<file path="config.mk">
export PLATFORM = sky130hd
export DESIGN_NAME = axi_stream_strip_header
export DESIGN_NICKNAME = d
export VERILOG_FILES = /design/src/rtl/axi_stream_strip_header.sv
export SDC_FILE = /design/constraint.sdc
export NUM_CORES = 1
export LEC_CHECK = 0
export BUFFER_PORTS_ARGS = -buffer_cell sky130_fd_sc_hd__buf_2
export CAP_MARGIN = 20
export CORE_UTILIZATION = 50
export CTS_BUF_LIST = sky130_fd_sc_hd__clkbuf_4
export CTS_CLUSTER_DIAMETER = 200
export DETAILED_ROUTE_END_ITERATION = 12
export MAX_ROUTING_LAYER = met4
export PLACE_DENSITY = 0.73
export SYNTH_ARGS = -nofsm -noshare
export SYNTH_HDL_FRONTEND = slang
export SYNTH_SLANG_ARGS = --single-unit
</file>
<file path="constraint.sdc">
create_clock -name clk -period 5.33 [get_ports clk]
set_input_delay 0.533 -clock clk [delete_from_list [all_inputs] [get_ports clk]]
set_output_delay 0.533 -clock clk [all_outputs]
set_load 0.01 [all_outputs]
</file>
<file path="src/rtl/axi_stream_strip_header.sv">
// axi_stream_strip_header
// Removes a per-packet H-byte header from the front of an AXI-Stream packet.
// The header goes out on a side port. The remaining payload is re-packed
// MSB-first on the output stream. A residual register carries the W-H bytes
// of each beat that spill into the next output beat.
module axi_stream_strip_header #(
   parameter int DATA_WD      = 32,
   parameter int DATA_BYTE_WD = DATA_WD / 8,
   parameter int BYTE_CNT_WD  = $clog2(DATA_BYTE_WD)
) (
   input  logic                    clk,
   input  logic                    rst,
   input  logic                    valid_in,
   output logic                    ready_in,
   input  logic [DATA_WD-1:0]      data_in,
   input  logic [DATA_BYTE_WD-1:0] keep_in,
   input  logic                    last_in,
   output logic                    valid_out,
   input  logic                    ready_out,
   output logic [DATA_WD-1:0]      data_out,
   output logic [DATA_BYTE_WD-1:0] keep_out,
   output logic                    last_out,
   input  logic                    valid_strip,
   output logic                    ready_strip,
   input  logic [BYTE_CNT_WD-1:0]  byte_strip_cnt,
   output logic                    valid_header,
   input  logic                    ready_header,
   output logic [DATA_WD-1:0]      data_header,
   output logic [DATA_BYTE_WD-1:0] keep_header
);

   typedef enum logic [1:0] {S_IDLE, S_HEAD, S_BODY, S_FLUSH} state_t;

   localparam logic [BYTE_CNT_WD:0] W_BYTES = (BYTE_CNT_WD + 1)'(DATA_BYTE_WD);
   localparam logic [BYTE_CNT_WD:0] ONE     = (BYTE_CNT_WD + 1)'(1);

   state_t                  state_q, state_d;
   logic [BYTE_CNT_WD:0]    h_q, h_d;
   logic [DATA_WD-1:0]      out_data_q, out_data_d;
   logic [DATA_BYTE_WD-1:0] out_keep_q, out_keep_d;
   logic                    out_last_q, out_last_d;
   logic                    out_valid_q, out_valid_d;
   logic [DATA_WD-1:0]      hdr_data_q, hdr_data_d;
   logic [DATA_BYTE_WD-1:0] hdr_keep_q, hdr_keep_d;
   logic                    hdr_valid_q, hdr_valid_d;
   logic [DATA_WD-1:0]      resid_q, resid_d;
   logic [DATA_BYTE_WD-1:0] resid_keep_q, resid_keep_d;

   logic                    out_free, hdr_free, in_acc;
   logic [DATA_WD-1:0]      in_data_m, new_resid;
   logic [DATA_BYTE_WD-1:0] new_rkeep, hmask;
   logic [BYTE_CNT_WD:0]    rem_bytes;
   logic [BYTE_CNT_WD+3:0]  h_bits, rem_bits;

   // Expand a byte-enable vector into a bit mask over the data word.
   function automatic logic [DATA_WD-1:0] bytes_of(input logic [DATA_BYTE_WD-1:0] k);
      logic [DATA_WD-1:0] r;
      r = '0;
      for (int i = 0; i < DATA_BYTE_WD; i++) r[i*8 +: 8] = {8{k[i]}};
      return r;
   endfunction

   // Byte-enable mask selecting the top h bytes (all ones when h equals the bus width).
   function automatic logic [DATA_BYTE_WD-1:0] top_mask(input logic [BYTE_CNT_WD:0] h);
      logic [DATA_BYTE_WD-1:0] ones;
      ones = '1;
      return ~(ones >> h);
   endfunction

   assign out_free  = !out_valid_q || ready_out;
   assign hdr_free  = !hdr_valid_q || ready_header;
   assign in_data_m = data_in & bytes_of(keep_in);
   assign h_bits    = {h_q, 3'b000};
   assign rem_bytes = W_BYTES - h_q;
   assign rem_bits  = {rem_bytes, 3'b000};
   // Shifting by the full width yields zero, so H = W leaves the residual empty.
   assign new_resid = in_data_m << h_bits;
   assign new_rkeep = keep_in << h_q;
   assign hmask     = top_mask(h_q);

   assign valid_out    = out_valid_q;
   assign data_out     = out_data_q;
   assign keep_out     = out_keep_q;
   assign last_out     = out_last_q;
   assign valid_header = hdr_valid_q;
   assign data_header  = hdr_data_q;
   assign keep_header  = hdr_keep_q;

   // Next-state, handshake and output-slot loading for the strip FSM.
   always_comb begin
      state_d      = state_q;
      h_d          = h_q;
      out_data_d   = out_data_q;
      out_keep_d   = out_keep_q;
      out_last_d   = out_last_q;
      out_valid_d  = out_valid_q && !ready_out;
      hdr_data_d   = hdr_data_q;
      hdr_keep_d   = hdr_keep_q;
      hdr_valid_d  = hdr_valid_q && !ready_header;
      resid_d      = resid_q;
      resid_keep_d = resid_keep_q;
      ready_in     = 1'b0;
      ready_strip  = 1'b0;
      in_acc       = 1'b0;
      case (state_q)
         S_IDLE: begin
            ready_strip = 1'b1;
            if (valid_strip) begin
               h_d     = {1'b0, byte_strip_cnt} + ONE;
               state_d = S_HEAD;
            end
         end
         S_HEAD: begin
            ready_in = hdr_free && out_free;
            in_acc   = valid_in && hdr_free && out_free;
            if (in_acc) begin
               hdr_data_d   = data_in & bytes_of(keep_in & hmask);
               hdr_keep_d   = keep_in & hmask;
               hdr_valid_d  = 1'b1;
               resid_d      = new_resid;
               resid_keep_d = new_rkeep;
               if (last_in) begin
                  if (new_rkeep != '0) begin
                     out_data_d  = new_resid;
                     out_keep_d  = new_rkeep;
                     out_last_d  = 1'b1;
                     out_valid_d = 1'b1;
                  end
                  state_d = S_IDLE;
               end else begin
                  state_d = S_BODY;
               end
            end
         end
         S_BODY: begin
            ready_in = out_free;
            in_acc   = valid_in && out_free;
            if (in_acc) begin
               out_data_d   = resid_q | (in_data_m >> rem_bits);
               out_keep_d   = resid_keep_q | (keep_in >> rem_bytes);
               out_valid_d  = 1'b1;
               out_last_d   = 1'b0;
               resid_d      = new_resid;
               resid_keep_d = new_rkeep;
               if (last_in) begin
                  if (new_rkeep != '0) begin
                     state_d = S_FLUSH;
                  end else begin
                     out_last_d = 1'b1;
                     state_d    = S_IDLE;
                  end
               end
            end
         end
         S_FLUSH: begin
            if (out_free) begin
               out_data_d  = resid_q;
               out_keep_d  = resid_keep_q;
               out_last_d  = 1'b1;
               out_valid_d = 1'b1;
               state_d     = S_IDLE;
            end
         end
         default: state_d = S_IDLE;
      endcase
   end

   // State and output-slot registers; reset discards any partial packet.
   always_ff @(posedge clk) begin
      if (rst) begin
         state_q      <= S_IDLE;
         h_q          <= '0;
         out_data_q   <= '0;
         out_keep_q   <= '0;
         out_last_q   <= 1'b0;
         out_valid_q  <= 1'b0;
         hdr_data_q   <= '0;
         hdr_keep_q   <= '0;
         hdr_valid_q  <= 1'b0;
         resid_q      <= '0;
         resid_keep_q <= '0;
      end else begin
         state_q      <= state_d;
         h_q          <= h_d;
         out_data_q   <= out_data_d;
         out_keep_q   <= out_keep_d;
         out_last_q   <= out_last_d;
         out_valid_q  <= out_valid_d;
         hdr_data_q   <= hdr_data_d;
         hdr_keep_q   <= hdr_keep_d;
         hdr_valid_q  <= hdr_valid_d;
         resid_q      <= resid_d;
         resid_keep_q <= resid_keep_d;
      end
   end

endmodule

</file>
==> results of run 1 <==
cell usage after synthesis (11+ instances only):
cell        n  share of area (%)
a22oi_1    29                3.5
inv_1      14               0.83
a211oi_2   37                7.3
dfxtp_1   116                 37
a211oi_1   18                2.1
and3_1     16                1.6
o22ai_1    17                1.7
a21oi_1   116                9.2
nor2_1     62                3.7
nand2_1    64                3.8
nand3_1    28                2.2
nand4_1    11                1.1
nor3_1     20                1.6
clkbuf_1   36                2.1
buf_2      20                1.6
layout by cell type (no fill, tap or decap), types with 14 or more instances in the layout:
cell type	n
nand3_1	28
inv_1	14
and3_1	16
a21oi_1	116
nor3_1	20
a211oi_1	18
buf_2	120
nor2_1	62
a22oi_1	29
clkbuf_4	20
a211oi_2	37
o22ai_1	17
dfxtp_1	116
nand2_1	64
sequential cells by signal, indices dropped and copies added, names as in the netlist, 2 cells and up:
| signal | flops |
|---|---|
| keep_out | 4 |
| state_q | 2 |
| data_out | 32 |
| resid_keep_q | 4 |
| keep_header | 4 |
| data_header | 32 |
| h_q | 3 |
| resid_q | 32 |
logic make-up (layout without fill, tap and decap cells):
logic type,after synthesis,in the layout,share of synthesized area [%]
AOI/OAI and AO/OA,299,299,34.5
and+or+nand+nor,238,238,18.6
DFF,116,116,36.9
buffers and inverters,94,177,7.70
adders and majority gates,9,9,1.79
muxes,2,2,0.536
through the flow:
step                utilization, %  worst slack [ns]  area, um^2
floorplan                        -              2.96        6300
global placement              55.7              1.66        6770
detailed placement            55.7              1.58        6770
CTS                           58.2              1.53        7080
global route                  58.2              1.19        7080
finish                        58.2              1.40        7080
final timing paths:
kind              slack (ns)       startpoint         endpoint
setup reg to reg        1.40           h_q[1]     data_out[31]
setup / recovery        1.40           h_q[1]     data_out[31]
hold / removal          0.28          last_in         last_out
hold reg to reg         0.46  data_header[31]  data_header[31]
power groups by stage:
stage / logic (W) / clock network (W) / registers (W)
2_1_floorplan: 0.000445 / 0 / 0.00103
3_3_place_gp: 0.000623 / 0 / 0.00102
3_5_place_dp: 0.000634 / 0 / 0.00102
4_1_cts: 0.000637 / 0.000723 / 0.00100
5_1_grt: 0.000700 / 0.000768 / 0.00101
6_report: 0.000643 / 0.000717 / 0.00100
worst reg2reg max path: stages, from the launching register on:
cell and delay, ns:
dfxtp_1 0.96, inv_2 0.32, ha_1 0.29, ha_1 0.26
and2_1 0.20, nand2b_1 0.56, a21boi_0 0.80, a222oi_1 0.20
a211oi_2 0.25
cell type report:
| type | instances | share of cell area [%] |
|---|---|---|
| sequential | 116 | 32.8 |
| clock buffer | 20 | 2.12 |
| tap | 168 | 2.97 |
| inverter | 16 | 0.866 |
| timing repair buffer | 130 | 9.54 |
| clock inverter | 11 | 2.26 |
| multi-input combinational | 548 | 49.4 |
routing by layer:
metal,up-vias,wire length [um],global-route usage (%)
li1,2962,-,-
met1,3055,8970,44.0
met2,367,9320,49.9
met3,47,1930,7.89
met4,0,544,12.0
met5,-,0,-
==> impl_metrics.json, run 1 <==
{
  "worst-path-stages": 8,
  "synth_area_um2": 6300,
  "overflow": 0,
  "fin_setup_tns_ns": 0,
  "cts_setup_buffers": 0,
  "p_leak_nw": 2.74,
  "wl_per_cell_um": 20.6,
  "grt_pass1_vias": 5905,
  "grt_max_degree": 63,
  "p_total_w": 0.00236,
  "path_delay_family": "compound AO/OA/AOI/OAI gates",
  "cts_root_buf": "clkbuf_4",
  "skew_ns": 0.0156,
  "ctsHtreeMaxLevel": 4,
  "synth_fp_nets": 812,
  "grt_pass1_wl_um": 32200,
  "via_per_inst": 6.37,
  "diodes": 0,
  "synthFlopType": "dfxtp_1",
  "clockBufferDepth": 2,
  "worstPathArrival_ns": 4.39,
  "finalWeightedCongestion": 0.942,
  "p_per_area_nw_per_um2": 334,
  "p_seq_share_pct": 42.5,
  "fin_hold_ws_ns": 0.285,
  "place_inst": 978,
  "drtAntennaViolNets": 0,
  "hold_path.class": "in2reg",
  "maxSlewHeadroom_pct": 28.1,
  "reg2regPathDepth": 8,
  "nets": 883,
  "cts_hold_buf": 0,
  "syn_inst": 758,
  "cp-start-kind": "flop",
  "grt_util_all_layers_pct": 33.4,
  "rows": 40,
  "crit_chain": "inv_2, ha_1, ha_1, and2_1, nand2b_1, a21boi_0, a222oi_1, a211oi_2",
  "switchingPower_w": 0.000808,
  "async_flop_share_pct": 0,
  "drive_gt1_share_pct": 25.8,
  "die_w_um": 114,
  "critPathMaxStageDelay_ns": 0.96,
  "crit_path_end_kind": "flop",
  "holdPathStages": 3,
  "clkPwrFrac_pct": 30.3,
  "post-route-drc-count": 0,
  "p_sw_share_pct": 34.2,
  "hold_viol_final": 0,
  "seq_area_um2": 2320,
  "min_period_ns": 3.93,
  "place_hpwl_um": 14100,
  "dieArea_um2": 13100,
  "cts_resized": 0,
  "cts_made_buffers": 17,
  "pwr-share-comb_pct": 27.2,
  "cp_max_fo": 23,
  "worstMarginPinSlew_ns": 1.08,
  "vias": 6431,
  "syn_to_final_growth_pct": 12.4,
  "critical_path_required_ns": 5.79,
  "drv_cap": 0,
  "rsz0062_at_grt": "no",
  "fillers": 1105,
  "multiInputGateArea_um2": 3500,
  "ys_seq_area_share_pct": 36.9,
  "status": "finished clean",
  "cp_common_cell": "ha_1",
  "die-height_um": 114,
  "stdcell_count": 1009,
  "initial_core_util_pct": 51.8,
  "first_iter_violations": 755,
  "min_period_over_period_pct": 73.8,
  "crit_slowest_cell": "dfxtp_1",
  "ys_ff_latch": 116,
  "grt_antenna_before_repair": 0,
  "setup_violations": 0,
  "avgSynthCellArea_um2": 8.31,
  "path_class": "reg2reg",
  "clk_pin_slew_ns": 0.11,
  "crit_buf_inv": 1,
  "yosys_warnings": 0,
  "design.core.area_um2": 12200,
  "wirelength_um": 20800,
  "synth_edf_count": 0,
  "p_int_w": 0.00156,
  "first_pass_iters": 9,
  "io_pins": 122,
  "slew_violations": 0,
  "peakVddDrop_v": 0.000275,
  "fmax_mhz": 254,
  "clock_latency_ns": 0.54,
  "io_buffers": 121,
  "clock-sinks": 116,
  "synth_cell_types": 64,
  "cts_tree": "yes"
}
Note: power is estimated with default switching activity, not from simulation.
==> run 2, diff against run 1 <==
clock period = 4.1 ns   (was 5.33 ns; I/O delays follow)
==> impl_metrics.json, run 2 (synthesized netlist as in run 1, its figures left out) <==
{
  "status": "finished clean",
  "grt_pass1_wl_um": 33400,
  "fillers": 1122,
  "die-height_um": 114,
  "rsz0062_at_grt": "no",
  "drtAntennaViolNets": 0,
  "cts_tree": "yes",
  "worstMarginPinSlew_ns": 1.06,
  "cts_root_buf": "clkbuf_4",
  "fmax_mhz": 359,
  "cts_made_buffers": 17,
  "design.core.area_um2": 12200,
  "path_class": "reg2reg",
  "drv_cap": 0,
  "min_period_over_period_pct": 68.0,
  "slew_violations": 0,
  "p_per_area_nw_per_um2": 425,
  "drive_gt1_share_pct": 26.3,
  "grt_max_degree": 88,
  "hold_viol_final": 0,
  "final_cell_area_um2": 7100,
  "p_leak_nw": 2.77,
  "io_pins": 122,
  "place_inst": 985,
  "ctsHtreeMaxLevel": 4,
  "diodes": 0,
  "hold_path.class": "in2reg",
  "dieArea_um2": 13100,
  "worstPathArrival_ns": 3.26,
  "vias": 6546,
  "crit_path_end_kind": "flop",
  "min_period_ns": 2.79,
  "cp_max_fo": 9,
  "setup_violations": 0,
  "first_iter_violations": 817,
  "timing.final.ws_setup_ns": 1.31,
  "io_buffers": 121,
  "cts_setup_buffers": 0,
  "placed_area_um2": 6820,
  "initial_core_util_pct": 51.8,
  "layout_commonest_cell": "buf_2",
  "utilization_pct": 58.4,
  "grt_antenna_before_repair": 0,
  "maxSlewHeadroom_pct": 29.4,
  "grt_pass1_vias": 6228,
  "stdcell_count": 1017,
  "clock-sinks": 116,
  "final_cell_mix": "120 x buf_2, 116 x a21oi_1, 116 x dfxtp_1",
  "clockBufferDepth": 2,
  "finalWeightedCongestion": 0.953,
  "fin_setup_tns_ns": 0,
  "place_hpwl_um": 14700,
  "critical_path_required_ns": 4.57,
  "cp-start-kind": "flop",
  "clk_pin_slew_ns": 0.11,
  "overflow": 0,
  "skew_ns": 0.0213,
  "syn_to_final_growth_pct": 12.7,
  "first_pass_iters": 6,
  "cts_hold_buf": 0,
  "rows": 40,
  "wl_per_cell_um": 21.1,
  "grt_util_all_layers_pct": 34.5,
  "nets": 890,
  "clock_latency_ns": 0.57,
  "cts_resized": 0,
  "via_per_inst": 6.44,
  "place_ws_ns": 1.39,
  "wirelength_um": 21400,
  "peakVddDrop_v": 0.000298,
  "die_w_um": 114,
  "post-route-drc-count": 0
}
[run 2: changes by cell type in the layout (fill, tap and decap cells not counted)]
cell,change
clkbuf_4,-1
clkinvlp_4,-1
buf_4,+7
bufinv_16,-1
clkinv_2,+2
clkinv_1,+2
[run 2: cell type report]
class / instances / area (um^2) / share of cell area (%)
Multi-Input combinational cell: 548 / 3500 / 49.3
Sequential cell: 116 / 2320 / 32.7
Timing Repair Buffer: 137 / 728 / 10.3
Tap cell: 168 / 210 / 2.96
Clock buffer: 19 / 143 / 2.01
Clock inverter: 13 / 140 / 1.97
Inverter: 16 / 61.3 / 0.863
[run 2: per-layer routing]
| metal | global-route usage, % | wire [um] | part of all wire (%) |
|---|---|---|---|
| met1 | 44.6 | 8700 | 41 |
| met2 | 51.6 | 9680 | 45 |
| met3 | 8.42 | 2180 | 10 |
| met4 | 14.3 | 871 | 4.1 |
| met5 | - | 0 | 0 |
[run 2: through the flow]
step           total power (W)  hold slack (ns)
3_3_place_gp           0.00214            0.436
3_5_place_dp           0.00216            0.441
2_1_floorplan          0.00192            0.432
6_report               0.00302            0.120
4_1_cts                0.00302            0.102
5_1_grt                0.00316            0.106
[run 2: worst max-delay path: stages, from the launching register on]
cell and delay [ns]:
dfxtp_1 0.38, clkinv_2 0.10, ha_1 0.22, ha_1 0.26, and2_1 0.23, nor2b_1 0.79
a22oi_1 0.24, nand2b_1 0.23, a311oi_1 0.25
[run 2: path summary, 6_finish.rpt]
check	start	endpoint	slack, ns	depth (start not counted)
min	valid_strip	h_q[2]	0.12	3
min reg2reg	data_header[1]	data_header[1]	0.46	2
max	h_q[0]	data_out[0]	1.31	8
max reg2reg	h_q[0]	data_out[0]	1.31	8
[run 2: power by group]
part	switching [W]	leakage, nW	total (W)	internal, W
logic	0.000553	1.67	0.000858	0.000305
registers	0.0000631	0.944	0.00129	0.00123
clock network	0.000448	0.152	0.000870	0.000423
==> run 3, diff against run 2 <==
clock period = 2.6 ns   (was 4.1 ns; I/O delays follow)
==> impl_metrics.json, run 3 (synthesized netlist as in run 1, its figures left out) <==
{
  "cts_made_buffers": 17,
  "critPathMaxStageDelay_ns": 0.41,
  "clock-sinks": 116,
  "vias": 6571,
  "first_iter_violations": 712,
  "cp_max_fo": 8,
  "p_seq_share_pct": 40.9,
  "path_delay_family": "compound AO/OA/AOI/OAI gates",
  "diodes": 0,
  "min_period_ns": 2.28,
  "cts_resized": 0,
  "path_class": "reg2reg",
  "maxSlewHeadroom_pct": 46.1,
  "p_leak_nw": 2.93,
  "post-route-drc-count": 0,
  "p_per_area_nw_per_um2": 670,
  "clockBufferDepth": 2,
  "hold_viol_final": 0,
  "first_pass_iters": 5,
  "io_buffers": 121,
  "die_w_um": 114,
  "endpoint": "data_out[13]",
  "io_pins": 122,
  "peakVddDrop_v": 0.000440,
  "via_per_inst": 6.28,
  "utilization_pct": 61.0,
  "die-height_um": 114,
  "worstPathArrival_ns": 2.75,
  "crit_path_start": "h_q[0]",
  "cp_common_cell": "ha_1",
  "setup_violations": 0,
  "pwr-share-comb_pct": 29.0,
  "rows": 40,
  "cts_tree": "yes",
  "initial_core_util_pct": 51.8,
  "place_ws_ns": 0.427,
  "hold_path.class": "in2reg",
  "cp-start-kind": "flop",
  "switchingPower_w": 0.00172,
  "min_period_over_period_pct": 87.5,
  "wl_per_cell_um": 20.2,
  "dieArea_um2": 13100,
  "place_hpwl_um": 14800,
  "fmax_mhz": 439,
  "regToRegStartpoint": "h_q[0]",
  "grt_max_degree": 69,
  "skew_ns": 0.0227,
  "reg2regPathDepth": 8,
  "ctsHtreeMaxLevel": 4,
  "status": "finished clean",
  "crit_slowest_cell": "nand4_1",
  "syn_to_final_growth_pct": 17.8,
  "worst-path-stages": 8,
  "crit_path_end_kind": "flop",
  "p_sw_share_pct": 34.6,
  "nets": 919,
  "grt_util_all_layers_pct": 34.1,
  "fin_setup_tns_ns": 0,
  "timing.rr.end": "data_out[13]",
  "overflow": 0,
  "final_cell_mix": "120 x buf_2, 116 x a21oi_1, 116 x dfxtp_1",
  "grt_pass1_wl_um": 33000,
  "crit_chain": "clkinv_2, ha_1, ha_1, and2_1, nand4_1, o22ai_1, a211oi_1, a211oi_2",
  "reg2reg_slack_ns": 0.32,
  "drv_cap": 0,
  "clkPwrFrac_pct": 30.1,
  "p_int_w": 0.00325,
  "cts_root_buf": "clkbuf_4",
  "drtAntennaViolNets": 0,
  "grt_antenna_before_repair": 0,
  "slew_violations": 0,
  "rsz0062_at_grt": "no",
  "drive_gt1_share_pct": 27.9,
  "clk_pin_slew_ns": 0.12,
  "critical_path_required_ns": 3.07,
  "timing.final.ws_setup_ns": 0.324,
  "layout_commonest_cell": "buf_2",
  "clock_latency_ns": 0.55,
  "design.core.area_um2": 12200,
  "grt_pass1_vias": 6160,
  "place_inst": 1005,
  "wirelength_um": 21100,
  "crit_buf_inv": 1,
  "holdPathStages": 3,
  "worstMarginPinSlew_ns": 0.807,
  "finalWeightedCongestion": 0.947,
  "stdcell_count": 1046
}
==> run 3: changes by cell type in the layout (fill, tap and decap cells not counted), sizes merged <==
cell / before / now
clkinv: 9 / 8
clkinvlp: 2 / 3
clkbuf: 19 / 18
bufinv: 3 / 4
buf: 137 / 157
dlygate4sd3: 0 / 9
==> run 3: worst min path at each step <==
stage,start,to,slack (ns)
final,data_in[7],data_header[7],0.04
after global routing,data_in[8],data_header[8],0.01
after CTS,data_in[16],data_header[16],0.001
after detailed placement,data_header[0],data_header[0],0.44
after global placement,data_header[19],data_header[19],0.44
after floorplan,data_in[1],resid_q[1],0.41
==> run 3: repair_timing <==
action                    CTS  global route
buffers inserted            0             0
hold endpoints to repair   10             0
hold buffers                9             0
==> run 3: cell type report <==
type	count	area (um^2)
Multi-Input combinational cell	548	3500
Sequential cell	116	2320
Tap cell	168	210
Clock inverter	14	186
Timing Repair Buffer	166	1010
Fill cell	1095	4740
Clock buffer	18	135
Inverter	16	61.3
==> run 3: routing by layer <==
metal  routed length, um  vias up  part of all wire, %  track usage (%)
li1                    -     3032                    -                -
met1                9080     3124                   43             44.9
met2                9430      365                   45             51.4
met3                1920       50                  9.1             7.09
met4                 652        0                  3.1             12.9
met5                   0        -                    0                -
==> run 3: stage by stage <==
stage	instance area, um^2	hold WS [ns]	total power [W]
after floorplan	6300	0.407	0.00302
after global placement	7010	0.436	0.00346
after detailed placement	7010	0.441	0.00348
after CTS	7420	0.00127	0.00498
after global routing	7420	0.0144	0.00520
final	7420	0.0383	0.00497
==> run 3: worst reg2reg max path, delay by kind of cell, from the launching register on <==
kind | cells | cell delay, ns
AOI/OAI and AO/OA | 3 | 0.66
and+or+nand+nor | 2 | 0.62
adders and majority gates | 2 | 0.46
DFF | 1 | 0.37
buffers and inverters | 1 | 0.09
==> run 3: power groups by stage <==
stage,clock (W),combinational [W],sequential [W]
floorplan,0,0.000912,0.00211
global placement,0,0.00139,0.00207
detailed placement,0,0.00141,0.00207
CTS,0.00152,0.00142,0.00203
global route,0.00160,0.00155,0.00205
finish,0.00150,0.00144,0.00203
